**src/rtl/eq_meas_pkg.sv**
```systemverilog
// Shared types for the equalizer-path zero-crossing frequency/amplitude meter.
package eq_meas_pkg;

  typedef enum logic [1:0] {IDLE, ARM, MEASURE, DONE} meas_state_t;

endpackage

```
**src/rtl/audio_freq_meter_if.sv**
```systemverilog
// Control, sample stream and result bundle of the audio frequency meter.
interface audio_freq_meter_if #(
  parameter int unsigned CHANNELS = 2,
  parameter int unsigned WIDTH    = 16,
  parameter int unsigned CNT_W    = 16
);
  logic                      start;
  logic                      continuous;
  logic                      smp_vld;
  logic [CHANNELS*WIDTH-1:0] smp;
  logic                      busy;
  logic [CHANNELS-1:0]       meas_vld;
  logic [CHANNELS-1:0]       timeout;
  logic [CHANNELS*CNT_W-1:0] period;
  logic [CHANNELS*WIDTH-1:0] peak_max;
  logic [CHANNELS*WIDTH-1:0] peak_min;

  modport master (
    output start, continuous, smp_vld, smp,
    input  busy, meas_vld, timeout, period, peak_max, peak_min
  );

  modport slave (
    input  start, continuous, smp_vld, smp,
    output busy, meas_vld, timeout, period, peak_max, peak_min
  );
endinterface

```
**src/rtl/audio_chan_meter.sv**
```systemverilog
// Single-channel zero-crossing meter: hysteretic sign tracker, sample counter,
// signed peak registers and the IDLE/ARM/MEASURE/DONE sequencer.
module audio_chan_meter
  import eq_meas_pkg::*;
#(
  parameter int unsigned WIDTH        = 16,
  parameter int unsigned HALF_PERIODS = 2,
  parameter int unsigned CNT_W        = 16,
  parameter int unsigned HYST         = 16,
  parameter int unsigned TIMEOUT      = 65535
) (
  input  logic                    clk,
  input  logic                    rst_n,
  input  logic                    start,
  input  logic                    continuous,
  input  logic                    smp_vld,
  input  logic signed [WIDTH-1:0] smp,
  output logic                    busy,
  output logic                    meas_vld,
  output logic                    timeout,
  output logic [CNT_W-1:0]        period,
  output logic signed [WIDTH-1:0] peak_max,
  output logic signed [WIDTH-1:0] peak_min
);

  localparam int unsigned HC_W = $clog2(HALF_PERIODS + 1);
  localparam logic signed [WIDTH-1:0] HYST_POS = WIDTH'(HYST);
  localparam logic signed [WIDTH-1:0] HYST_NEG = -HYST_POS;
  localparam logic [CNT_W-1:0] CNT_TMO = CNT_W'(TIMEOUT);
  localparam logic [HC_W-1:0]  HC_DONE = HC_W'(HALF_PERIODS);

  meas_state_t             state;
  logic                    sign_known;
  logic                    sign_pos;
  logic [CNT_W-1:0]        cnt;
  logic [HC_W-1:0]         hc;
  logic signed [WIDTH-1:0] max_r;
  logic signed [WIDTH-1:0] min_r;

  logic                    is_pos;
  logic                    is_neg;
  logic                    known_nxt;
  logic                    pos_nxt;
  logic                    crossing;
  logic                    hc_done;
  logic                    cnt_tmo;
  logic [CNT_W-1:0]        cnt_inc;
  logic [HC_W-1:0]         hc_inc;
  logic signed [WIDTH-1:0] max_nxt;
  logic signed [WIDTH-1:0] min_nxt;

  // Crossing = a known sign flipping; samples inside the hysteresis band hold the sign.
  always_comb begin
    is_pos    = (smp >= HYST_POS);
    is_neg    = (smp <= HYST_NEG);
    known_nxt = sign_known | is_pos | is_neg;
    pos_nxt   = is_pos | (sign_pos & ~is_neg);
    crossing  = sign_known & (is_pos | is_neg) & (pos_nxt != sign_pos);
    cnt_inc   = cnt + CNT_W'(1);
    hc_inc    = hc + HC_W'(1);
    hc_done   = crossing & (hc_inc == HC_DONE);
    cnt_tmo   = (cnt_inc == CNT_TMO);
    max_nxt   = (smp > max_r) ? smp : max_r;
    min_nxt   = (smp < min_r) ? smp : min_r;
  end

  always_ff @(posedge clk) begin
    if (!rst_n) begin
      state      <= IDLE;
      busy       <= 1'b0;
      sign_known <= 1'b0;
      sign_pos   <= 1'b0;
      cnt        <= '0;
      hc         <= '0;
      max_r      <= '0;
      min_r      <= '0;
      meas_vld   <= 1'b0;
      timeout    <= 1'b0;
      period     <= '0;
      peak_max   <= '0;
      peak_min   <= '0;
    end else begin
      meas_vld <= 1'b0;
      case (state)
        IDLE, DONE: begin
          if (start) begin
            state      <= ARM;
            busy       <= 1'b1;
            sign_known <= 1'b0;
            cnt        <= '0;
          end
        end

        ARM: begin
          if (smp_vld) begin
            sign_known <= known_nxt;
            sign_pos   <= pos_nxt;
            if (crossing) begin
              state <= MEASURE;
              cnt   <= '0;
              hc    <= '0;
              max_r <= smp;
              min_r <= smp;
            end else if (cnt_tmo) begin
              period   <= CNT_TMO;
              peak_max <= '0;
              peak_min <= '0;
              timeout  <= 1'b1;
              meas_vld <= 1'b1;
              cnt      <= '0;
              if (continuous) begin
                sign_known <= 1'b0;
              end else begin
                state <= DONE;
                busy  <= 1'b0;
              end
            end else begin
              cnt <= cnt_inc;
            end
          end
        end

        MEASURE: begin
          if (smp_vld) begin
            sign_known <= known_nxt;
            sign_pos   <= pos_nxt;
            cnt        <= cnt_inc;
            max_r      <= max_nxt;
            min_r      <= min_nxt;
            if (crossing) hc <= hc_inc;
            if (hc_done) begin
              period   <= cnt_inc;
              peak_max <= max_nxt;
              peak_min <= min_nxt;
              timeout  <= 1'b0;
              meas_vld <= 1'b1;
              // In continuous mode the completing crossing re-arms the next window.
              if (continuous) begin
                cnt   <= '0;
                hc    <= '0;
                max_r <= smp;
                min_r <= smp;
              end else begin
                state <= DONE;
                busy  <= 1'b0;
              end
            end else if (cnt_tmo) begin
              period   <= CNT_TMO;
              peak_max <= max_nxt;
              peak_min <= min_nxt;
              timeout  <= 1'b1;
              meas_vld <= 1'b1;
              cnt      <= '0;
              if (continuous) begin
                state      <= ARM;
                sign_known <= 1'b0;
              end else begin
                state <= DONE;
                busy  <= 1'b0;
              end
            end
          end
        end
      endcase
    end
  end

endmodule

```
**src/rtl/audio_freq_meter.sv**
```systemverilog
// Multi-channel zero-crossing frequency/amplitude meter for the equalizer audio path.
// Reports samples per HALF_PERIODS half-cycles and signed peaks; no divider.
module audio_freq_meter
  import eq_meas_pkg::*;
#(
  parameter int unsigned WIDTH        = 16,
  parameter int unsigned CHANNELS     = 2,
  parameter int unsigned HALF_PERIODS = 2,
  parameter int unsigned CNT_W        = 16,
  parameter int unsigned HYST         = 16,
  parameter int unsigned TIMEOUT      = 65535
) (
  input logic               clk,
  input logic               rst_n,
  audio_freq_meter_if.slave bus
);

  logic [CHANNELS-1:0] chan_busy;
  logic                start_ok;

  // A start is only accepted when every channel is idle or done.
  assign start_ok = bus.start & ~(|chan_busy);
  assign bus.busy = |chan_busy;

  for (genvar c = 0; c < int'(CHANNELS); c++) begin : g_chan
    audio_chan_meter #(
      .WIDTH        (WIDTH),
      .HALF_PERIODS (HALF_PERIODS),
      .CNT_W        (CNT_W),
      .HYST         (HYST),
      .TIMEOUT      (TIMEOUT)
    ) u_chan (
      .clk        (clk),
      .rst_n      (rst_n),
      .start      (start_ok),
      .continuous (bus.continuous),
      .smp_vld    (bus.smp_vld),
      .smp        (bus.smp[c*WIDTH +: WIDTH]),
      .busy       (chan_busy[c]),
      .meas_vld   (bus.meas_vld[c]),
      .timeout    (bus.timeout[c]),
      .period     (bus.period[c*CNT_W +: CNT_W]),
      .peak_max   (bus.peak_max[c*WIDTH +: WIDTH]),
      .peak_min   (bus.peak_min[c*WIDTH +: WIDTH])
    );
  end

endmodule

```
**src/flat_wrapper.sv**
```systemverilog
// flat-port wrapper written by rule: the top's interface ports become plain ports
module audio_freq_meter_flat import eq_meas_pkg::*;
#(
  parameter int unsigned WIDTH        = 16,
  parameter int unsigned CHANNELS     = 2,
  parameter int unsigned HALF_PERIODS = 2,
  parameter int unsigned CNT_W        = 16,
  parameter int unsigned HYST         = 16,
  parameter int unsigned TIMEOUT      = 65535
)
  (clk, rst_n, bus_start, bus_continuous, bus_smp_vld, bus_smp, bus_busy, bus_meas_vld, bus_timeout, bus_period, bus_peak_max, bus_peak_min);
  audio_freq_meter_if #(.CHANNELS(CHANNELS), .WIDTH(WIDTH), .CNT_W(CNT_W)) bus_i ();
  input logic clk;
  input logic rst_n;
  input wire logic [$bits(bus_i.start)-1:0] bus_start;
  input wire logic [$bits(bus_i.continuous)-1:0] bus_continuous;
  input wire logic [$bits(bus_i.smp_vld)-1:0] bus_smp_vld;
  input wire logic [$bits(bus_i.smp)-1:0] bus_smp;
  output wire logic [$bits(bus_i.busy)-1:0] bus_busy;
  output wire logic [$bits(bus_i.meas_vld)-1:0] bus_meas_vld;
  output wire logic [$bits(bus_i.timeout)-1:0] bus_timeout;
  output wire logic [$bits(bus_i.period)-1:0] bus_period;
  output wire logic [$bits(bus_i.peak_max)-1:0] bus_peak_max;
  output wire logic [$bits(bus_i.peak_min)-1:0] bus_peak_min;
  assign bus_i.start = bus_start;
  assign bus_i.continuous = bus_continuous;
  assign bus_i.smp_vld = bus_smp_vld;
  assign bus_i.smp = bus_smp;
  assign bus_busy = bus_i.busy;
  assign bus_meas_vld = bus_i.meas_vld;
  assign bus_timeout = bus_i.timeout;
  assign bus_period = bus_i.period;
  assign bus_peak_max = bus_i.peak_max;
  assign bus_peak_min = bus_i.peak_min;
  audio_freq_meter #(.WIDTH(WIDTH), .CHANNELS(CHANNELS), .HALF_PERIODS(HALF_PERIODS), .CNT_W(CNT_W), .HYST(HYST), .TIMEOUT(TIMEOUT)) u_core (.clk(clk), .rst_n(rst_n), .bus(bus_i));
endmodule
```
**config.mk**
```make
export PLATFORM = sky130hd
export DESIGN_NAME = audio_freq_meter_flat
export DESIGN_NICKNAME = d
export VERILOG_FILES = /design/src/rtl/eq_meas_pkg.sv /design/src/rtl/audio_freq_meter_if.sv /design/src/rtl/audio_chan_meter.sv /design/src/rtl/audio_freq_meter.sv /design/src/flat_wrapper.sv
export SDC_FILE = /design/constraint.sdc
export NUM_CORES = 1
export LEC_CHECK = 0
export CORE_MARGIN = 1.5
export CORE_UTILIZATION = 45
export DETAILED_ROUTE_END_ITERATION = 10
export PLACE_DENSITY = 0.74
export SLEW_MARGIN = 10
export SYNTH_ARGS = -nofsm -noshare
export SYNTH_HDL_FRONTEND = slang
export SYNTH_HIERARCHICAL = 1
export SYNTH_SLANG_ARGS = --single-unit
```
**constraint.sdc**
```tcl
create_clock -name clk -period 7 [get_ports clk]
set_input_delay 1.4 -clock clk [delete_from_list [all_inputs] [get_ports clk]]
set_output_delay 1.4 -clock clk [all_outputs]
set_load 0.02 [all_outputs]
```
==> results.py <==
metrics = {
    "placement": {
        "dp.cells": 1652,
        "dp_slack_ps": 1800,
        "dp_hpwl_um": 19700,
        "portBuffers": 137,
        "gp_congestion": 0.871,
    },
    "critical_path": {
        "crit_chain": "clkdlybuf4s50_1 -> ha_1 -> a21oi_1 -> o21ai_0 -> a2111oi_0 -> o41ai_1 -> a21o_1 -> a21oi_2 -> mux2i_1 -> nor2_1",
        "endpoint_kind": "register",
        "critPathMaxStageDelay_ps": 1060,
        "critical-path-slowest-cell": "a21oi_2",
        "setup.worst_path.start": "bus_smp[11]",
        "cp_max_fo": 18,
        "crit_family": "compound AO/OA/AOI/OAI gates",
        "critPathRequiredTime_ps": 7370,
        "critPathKind": "in -> reg",
        "r2r_start": "u_core/g_chan[0].u_chan/cnt[0]",
        "cp.arrival_ps": 5110,
        "critPathBufInv": 1,
        "worst_setup_path_start_kind": "input pin",
    },
    "detailed_routing": {
        "drt-pass1-iter-count": 5,
        "ant_nets": 0,
        "initialDrtViolationCount": 768,
        "avgViaCountPerCell": 5.66,
        "routed_wl_um": 28400,
        "vias": 9572,
        "drc": 0,
        "routedWlPerCell_um": 16.8,
    },
    "layout": {
        "final_common_cell": "dfxtp_1",
        "final_cell_mix": "210 x dfxtp_1, 136 x clkdlybuf4s50_1, 127 x mux2i_1",
        "stdcell_count": 1692,
        "drive_gt1_frac": 0.0629,
        "fillCellCount": 2156,
        "insertedDiodeCount": 0,
        "syn_to_final_growth_pct": 19.8,
        "nNetsFinal": 1463,
    },
    "timing": {
        "rsz0062_at_grt": "no",
        "min_period_ps": 4740,
        "fin_ws_ps": 2260,
        "skew_ps": 7.90,
        "tightest_slew_ps": 1220,
        "fmax_mhz": 211,
        "finalMaxSlewViolations": 0,
        "relSlewSlack": 0.187,
        "finalSetupViolCount": 0,
        "finalCritPeriodShare": 0.677,
        "hold_ws_ps": 459,
        "setup_tns_ps": 0,
        "hold_viol": 0,
    },
    "global_route": {
        "grt_overflow": 0,
        "grt_max_degree": 99,
        "grt_pass1_wl_um": 46500,
        "antenna_found_initial": 0,
        "grt_use_total": 0.214,
        "grt_pass1_vias": 9209,
    },
    "run_status": {
        "status": "completed",
    },
    "clock_tree": {
        "holdBufCountCts": 0,
        "ctsResizeCount": 0,
        "cts_made_buffers": 24,
        "clk_path_buf_depth": 3,
        "clkTransAtPathRegs_ps": 60,
        "cts_max_level": 1,
        "cts_sinks": 210,
        "cts_tree": "yes",
        "clock_latency_ps": 520,
        "postCtsSetupBuffers": 0,
        "clock-root-buffer": "clkbuf_16",
    },
    "hold_path": {
        "min_path_type": "reg -> reg",
        "hp-start": "u_core/g_chan[0].u_chan/peak_max[1]",
    },
    "power": {
        "p_switching_mw": 1.17,
        "total_power_mw": 3.58,
        "sw_frac_of_total": 0.328,
        "power_density_mw_per_mm2": 265,
        "vdd_drop_max_mv": 0.161,
        "pwr-share-clk": 0.341,
        "static-leakage-power_nw": 4.93,
        "seq_power_share": 0.376,
        "intPower_mw": 2.41,
        "power_frac_comb": 0.283,
    },
    "die": {
        "ioPinCount": 138,
        "rows": 57,
        "fp.coreArea_mm2": 0.0245,
        "dieArea_mm2": 0.0261,
        "start_util": 0.462,
        "dieHeight_um": 161,
        "die_x_um": 161,
    },
    "synth": {
        "ys_seq_elements": 210,
        "synth_ff_type": "dfxtp_1",
        "synthTopCellsByArea": "dfxtp_1 37%, mux2i_1 11%, ha_1 8.0%",
        "synth_top_area_cell": "dfxtp_1",
        "yosysTopAreaCellShare": 0.372,
        "synth_edf_count": 0,
        "syn-num-nets": 1363,
        "synth_cell_types": 82,
        "ys_async_sr_fraction": 0,
        "synthCells": 1254,
        "syn_area_per_cell_um2": 9.01,
        "synth-warning-count": 6,
        "yosysSeqAreaShare": 0.372,
        "synth_area_mm2": 0.0113,
    },
    "job": {
        "maxCapViolCount": 0,
    },
}
worst reg2reg max path: cells and delay by family, from the launching register on:
kind	cells	cell delay, ps
simple gates	5	1330
flops	1	520
fa+ha+maj	1	450
buf+inv	1	270
compound gates	3	1000
cells in the mapped netlist (11+ instances only):
library cell / number
nand2_1: 122
a211oi_2: 11
o31ai_1: 35
o21ai_0: 34
a21oi_1: 41
mux2i_1: 127
inv_1: 89
nand4_1: 21
o221a_1: 16
o2bb2ai_1: 32
o22ai_1: 11
nor3_1: 19
ha_1: 72
xor2_1: 14
clkbuf_1: 31
nor4_1: 13
buf_2: 20
nand3_1: 59
dfxtp_1: 210
nor2_1: 87
path summary, 6_finish.rpt:
| check | depth (start not counted) | slack (ps) | endpoint |
|---|---|---|---|
| worst max-delay path | 10 | 2260 | u_core/g_chan[0].u_chan/min_r[11] |
| worst min-delay path | 1 | 460 | u_core/g_chan[0].u_chan/peak_max[1] |
| worst max register to register | 10 | 3310 | u_core/g_chan[0].u_chan/peak_min[5] |
| worst min register to register | 1 | 460 | u_core/g_chan[0].u_chan/peak_max[1] |
layer usage:
metal	up-vias	global-route usage	routed length (um)
li1	4730	-	-
met1	4527	0.279	12800
met2	262	0.361	13400
met3	53	0.0300	1420
met4	0	0.0741	783
met5	-	0	0
power by group through the flow:
stage | logic (mW) | registers (mW) | clock network [mW]
5_1_grt | 1.11 | 1.36 | 1.29
2_1_floorplan | 0.786 | 1.35 | 0
3_3_place_gp | 0.984 | 1.37 | 0
4_1_cts | 1.01 | 1.35 | 1.24
6_report | 1.01 | 1.35 | 1.22
3_5_place_dp | 1.00 | 1.37 | 0
logic make-up (layout without fill, tap and decap cells):
group | after synthesis | count (layout) | share of synthesized area
AND/OR/NAND/NOR | 378 | 378 | 0.160
flip-flops | 210 | 210 | 0.372
AO/OA/AOI/OAI | 279 | 279 | 0.192
multiplexers | 127 | 127 | 0.113
buffers and inverters | 164 | 278 | 0.0640
adder cells (fa/ha/maj) | 72 | 72 | 0.0798
XOR/XNOR | 24 | 24 | 0.0193
metrics by stage:
stage / cell area [um2] / util
2_1_floorplan: 11300 / -
3_3_place_gp: 12800 / 0.522
3_5_place_dp: 12800 / 0.522
4_1_cts: 13500 / 0.553
5_1_grt: 13500 / 0.553
6_report: 13500 / 0.553
area by class of cell:
class / count / area [um2] / area share
multi-input combinational: 880 / 6380 / 0.472
sequential: 210 / 4200 / 0.311
tap: 324 / 405 / 0.0300
timing repair buffer: 146 / 1440 / 0.106
clock buffer: 35 / 703 / 0.0520
clock inverter: 5 / 52.6 / 0.00388
inverter: 92 / 345 / 0.0255
registers in the layout, summed over array words and instances (netlist names):
name                             cells
u_core/g_chan.u_chan/period         32
u_core/g_chan.u_chan/peak_max       32
u_core/g_chan.u_chan/meas_vld        2
u_core/g_chan.u_chan/hc              4
u_core/g_chan.u_chan/cnt            32
u_core/g_chan.u_chan/timeout         2
u_core/g_chan.u_chan/sign_pos        2
u_core/g_chan.u_chan/busy            2
u_core/g_chan.u_chan/state           4
u_core/g_chan.u_chan/peak_min       32
u_core/g_chan.u_chan/min_r          32
u_core/g_chan.u_chan/sign_known      2
u_core/g_chan.u_chan/max_r          32
Note: power is estimated with default switching activity, not from simulation.
==> variant 1: new RTL, same settings <==
`HALF_PERIODS` is set to 2 in 3 places; all go to 1.
--- a/src/rtl/audio_chan_meter.sv
+++ b/src/rtl/audio_chan_meter.sv
@@ -4,7 +4,7 @@
   import eq_meas_pkg::*;
 #(
   parameter int unsigned WIDTH        = 16,
-  parameter int unsigned HALF_PERIODS = 2,
+  parameter int unsigned HALF_PERIODS = 1,
   parameter int unsigned CNT_W        = 16,
   parameter int unsigned HYST         = 16,
   parameter int unsigned TIMEOUT      = 65535
--- a/src/rtl/audio_freq_meter.sv
+++ b/src/rtl/audio_freq_meter.sv
@@ -5,7 +5,7 @@
 #(
   parameter int unsigned WIDTH        = 16,
   parameter int unsigned CHANNELS     = 2,
-  parameter int unsigned HALF_PERIODS = 2,
+  parameter int unsigned HALF_PERIODS = 1,
   parameter int unsigned CNT_W        = 16,
   parameter int unsigned HYST         = 16,
   parameter int unsigned TIMEOUT      = 65535
--- a/src/flat_wrapper.sv
+++ b/src/flat_wrapper.sv
@@ -3,7 +3,7 @@
 #(
   parameter int unsigned WIDTH        = 16,
   parameter int unsigned CHANNELS     = 2,
-  parameter int unsigned HALF_PERIODS = 2,
+  parameter int unsigned HALF_PERIODS = 1,
   parameter int unsigned CNT_W        = 16,
   parameter int unsigned HYST         = 16,
   parameter int unsigned TIMEOUT      = 65535
Function: not settled (the Yosys comparison gave no result); the edit may change what the design does.
==> variant 1 against the original RTL <==
Power up 1.3%. Non-clock buffer count up 1. Largest cell class unchanged. Cell count up 3.5%. Clock skew up 16 ps. Synthesized cell count up 3.9%. Critical endpoint is now u_core/g_chan[0].u_chan/max_r[11]. Worst hold slack worse by 12 ps. Final area up 2.5%. Worst setup slack better by 310 ps. Wire length up 6.3%. Area after synthesis up 2.6%. Utilization down 0.38 points. Sequential cell count down 2.
==> variant 1: results (changes against the original RTL) <==
Parameter                              Value

Clock network
  Number of levels the H-tree was split into ... 1 (unchanged)
  Number of buffers added by the clock tree synthesis step ... 25 (was 24)
  Post-CTS repair timing setup buffer count ... 0 (unchanged)
  CTS clock-pin slew for the worst setup and hold paths ... 60 ps (about the same)

Place
  Half-perimeter wire length after detailed placement ... 21500 um (was 19700 um)
  RD Place Congestion ... 0.924 (was 0.871)

Pwr
  P_sw ... 0.00118 W (was 0.00117 W)
  Leak ... 5.17 nW (was 4.93 nW)
  Maximum vdd drop ... 0.196 mV (was 0.161 mV)

Critical path
  Standard cell with the maximum stage delay on the critical path ... sky130_fd_sc_hd__o21a_1 (was sky130_fd_sc_hd__a21oi_2)
  Maximum net fanout on the critical path ... 17 (was 18)
  Arrival time at the worst endpoint ... 4870 ps (was 5110 ps)
  Stage delay of the slowest cell on the critical path ... 800 ps (was 1060 ps)

STA
  Period minus WS final ... 4430 ps (was 4740 ps)
  Skew final ... 23.7 ps (was 7.90 ps)
  Remaining max-slew budget at the tightest pin ... 15.0% (was 18.7%)

Global routing
  First-pass GRT wire length ... 49000 um (was 46500 um)
  GRT Resource Usage Total ... 22.4% (was 21.4%)
  Largest net degree at the start of global routing ... 62 (was 99)
  Vias in the first global route ... 9555 (was 9209)

Drt
  Violation count after the first detailed-route iteration ... 790 (was 768)
  Avg WL per Cell ... 17.2 um (was 16.8 um)
  Routed vias/inst ... 5.71 (was 5.66)

Logic synthesis
  Synthesized Nets ... 1410 (was 1363)
  Synth top area cells ... sky130_fd_sc_hd__dfxtp_1 (36%), sky130_fd_sc_hd__mux2i_1 (9.8%), sky130_fd_sc_hd__ha_1 (7.6%) (was sky130_fd_sc_hd__dfxtp_1 (37%), sky130_fd_sc_hd__mux2i_1 (11%), sky130_fd_sc_hd__ha_1 (8.0%))
  Count of different cell masters after synthesis ... 90 (was 82)
  Register area share after synthesis ... 35.9% (was 37.2%)

Finish
  Fraction of final layout cells sized beyond drive strength 1 ... 8.30% (was 6.29%)
  Filler Cell Count ... 2321 (was 2156)
  Final #Nets ... 1511 (was 1463)

Run status
  Result of the run ... finished clean (unchanged)
variant 1: cell types whose count changed after synthesis, moves of 11 or more:
cell,delta
sky130_fd_sc_hd__a21bo_2,+16
sky130_fd_sc_hd__a21oi_1,+15
sky130_fd_sc_hd__a22o_1,+22
sky130_fd_sc_hd__a31oi_1,+11
sky130_fd_sc_hd__inv_1,+13
sky130_fd_sc_hd__mux2i_1,-14
sky130_fd_sc_hd__nand2_1,+39
sky130_fd_sc_hd__nand3_1,-21
sky130_fd_sc_hd__nor2_1,-41
sky130_fd_sc_hd__o21ai_0,+16
variant 1: power groups by stage:
stage / Clock [W] / Sequential (W) / Combinational [W]
after floorplan: 0 / 0.00134 / 0.000759
after global placement: 0 / 0.00136 / 0.000965
after detailed placement: 0 / 0.00136 / 0.000988
after CTS: 0.00132 / 0.00134 / 0.000993
after global routing: 0.00137 / 0.00135 / 0.00110
final: 0.00129 / 0.00134 / 0.00100
variant 1: cells by family after synthesis:
logic type	after synthesis	synth area share (%)
AND/OR/NAND/NOR	374	16.2
AO/OA/AOI/OAI	338	21.7
flip-flops	208	35.9
buffers and inverters	175	6.85
multiplexers	113	9.76
adder cells (fa/ha/maj)	70	7.56
XOR/XNOR	25	1.95
variant 1: area by class of cell:
cell class | instances | area share (%)
clock buffer | 34 | 5.11
clock inverter | 10 | 0.830
inverter | 102 | 2.76
multi-input combinational | 920 | 47.9
sequential | 208 | 30.0
tap | 330 | 2.98
timing repair buffer | 147 | 10.4
variant 1: stage by stage:
step	setup slack (ps)	utilization, %	total power (W)	hold WS (ps)	cells
2_1_floorplan	3250	-	0.00210	447	1303
3_3_place_gp	2190	51.7	0.00232	436	1707
3_5_place_dp	2060	51.7	0.00235	439	1707
4_1_cts	2610	54.9	0.00365	448	1751
5_1_grt	2430	54.9	0.00382	459	1751
6_report	2570	54.9	0.00363	447	1751
variant 1: worst paths after layout:
| kind | startpoint | endpoint | slack (ps) | cells after the start |
|---|---|---|---|---|
| worst min register to register | u_core/g_chan[0].u_chan/period[12] | u_core/g_chan[0].u_chan/period[12] | 450 | 2 |
| worst max register to register | u_core/g_chan[1].u_chan/cnt[0] | u_core/g_chan[1].u_chan/period[12] | 3380 | 9 |
| worst min-delay path | u_core/g_chan[0].u_chan/period[12] | u_core/g_chan[0].u_chan/period[12] | 450 | 2 |
| worst max-delay path | bus_smp[15] | u_core/g_chan[0].u_chan/max_r[11] | 2570 | 10 |
variant 1: layer usage:
metal  part of all wire (%)  GRT usage [%]  routed length, um
met5                      0              0                  0
met4                    2.5           7.36                763
met3                    5.4           3.07               1630
met2                     47           37.9              14300
met1                     45           29.2              13500
variant 1: worst min-delay path: stages, from the launching register on:
cell                      delay [ps]
sky130_fd_sc_hd__dfxtp_1         310
sky130_fd_sc_hd__inv_1            50
sky130_fd_sc_hd__a21oi_1          50
==> variant 2: new RTL, config.mk and constraints unchanged <==
Without the edit above. Make the reset (`rst_n`) asynchronous in one clocked block.
--- a/src/rtl/audio_chan_meter.sv
+++ b/src/rtl/audio_chan_meter.sv
@@ -64,7 +64,7 @@
     min_nxt   = (smp < min_r) ? smp : min_r;
   end
 
-  always_ff @(posedge clk) begin
+  always_ff @(posedge clk or negedge rst_n) begin
     if (!rst_n) begin
       state      <= IDLE;
       busy       <= 1'b0;
Check against the original RTL: not settled (the Yosys comparison gave no result); the edit may change what the design does.
==> variant 2 against the original RTL <==
Final area increased by 8.9%. Count of clock-buffer cells in the layout decreased by 2. Area after synthesis increased by 8.6%. Cell count decreased by 0.89%. First-iteration DRC count decreased by 20%. Sequential cell count unchanged. Worst setup slack improved by 40 ps. Wire length increased by 9.9%. Largest cell class unchanged.
Power is not compared: it rests on default switching activity, and its combinational part moved more than twofold at a synthesized area within 25%.
==> variant 2: results (changes against the original RTL) <==
Parameter                              Value

Run status
  Result of the run ... finished clean (unchanged)

STA
  Skew final ... 7.01 ps (was 7.90 ps)

Critical path
  Worst-case reg-to-reg path depth ... 9 (was 10)
  Arrival time at the worst endpoint ... 5100 ps (was 5110 ps)
  Reg-to-reg startpoint ... u_core/g_chan[0].u_chan/min_r[9] (was u_core/g_chan[0].u_chan/cnt[0])
  Stage delay of the slowest cell on the critical path ... 890 ps (was 1060 ps)
  Worst setup path startpoint ... bus_smp[9] (was bus_smp[11])

Logic synthesis
  Post-synthesis instance total ... 1201 (was 1254)
  Top post-synthesis cells by count ... sky130_fd_sc_hd__dfrtp_1 (210), sky130_fd_sc_hd__nand2_1 (119), sky130_fd_sc_hd__inv_1 (93) (was sky130_fd_sc_hd__dfxtp_1 (210), sky130_fd_sc_hd__mux2i_1 (127), sky130_fd_sc_hd__nand2_1 (122))

Place
  Number of placed instances with taps included ... 1634 (was 1652)
  Post-Place Worst Slack ... 1840 ps (was 1800 ps)

Drt
  Violation count after the first detailed-route iteration ... 613 (was 768)
  Avg WL per Cell ... 18.6 um (was 16.8 um)
  Routed via count ... 9892 (was 9572)
  Routed vias/inst ... 5.90 (was 5.66)

Finish
  Filler Cell Count ... 2370 (was 2156)
  Data-path buffer share of cell area in the final layout ... 10.0% (was 10.6%)
  Number of multi-input combinational cells in the layout ... 839 (was 880)
  Inverters ... 93 (was 92)

Global routing
  GRT Resource Usage Total ... 22.1% (was 21.4%)
  Met1 Use GR ... 29.2% (was 27.9%)
  Largest net degree at the start of global routing ... 105 (was 99)
  First-pass GRT wire length ... 51200 um (was 46500 um)
  Grt met3 use ... 2.89% (was 3.00%)

Worst hold path
  Hold-critical path endpoint ... u_core/g_chan[1].u_chan/hc[1] (was u_core/g_chan[0].u_chan/peak_max[1])
## variant 2: cell types whose count changed after synthesis, sizes merged, moves of 10 or more
cell	delta
dfxtp	-210
o22ai	+32
mux2	+65
nor2	-40
nand3	-39
mux2i	-59
dfrtp	+210
o211ai	+11
clkbuf	-10
o31ai	-24
and3	+11
a211oi	-15
o221a	-21
## variant 2: report_power, final
group / switching, W / internal (W)
Clock: 0.000514 / 0.000841
Sequential: 0.000225 / 0.00149
Combinational: 0.00115 / 0.000927
Total: 0.00189 / 0.00325
## variant 2: worst register-to-register path: stages, from the launching register on
cell,delay [ps]
sky130_fd_sc_hd__dfrtp_1,370
sky130_fd_sc_hd__inv_1,60
sky130_fd_sc_hd__ha_1,310
sky130_fd_sc_hd__a21oi_1,160
sky130_fd_sc_hd__o21ai_0,170
sky130_fd_sc_hd__a2111oi_0,440
sky130_fd_sc_hd__o41ai_1,150
sky130_fd_sc_hd__a21o_1,490
sky130_fd_sc_hd__a21oi_2,890
sky130_fd_sc_hd__mux2_2,430
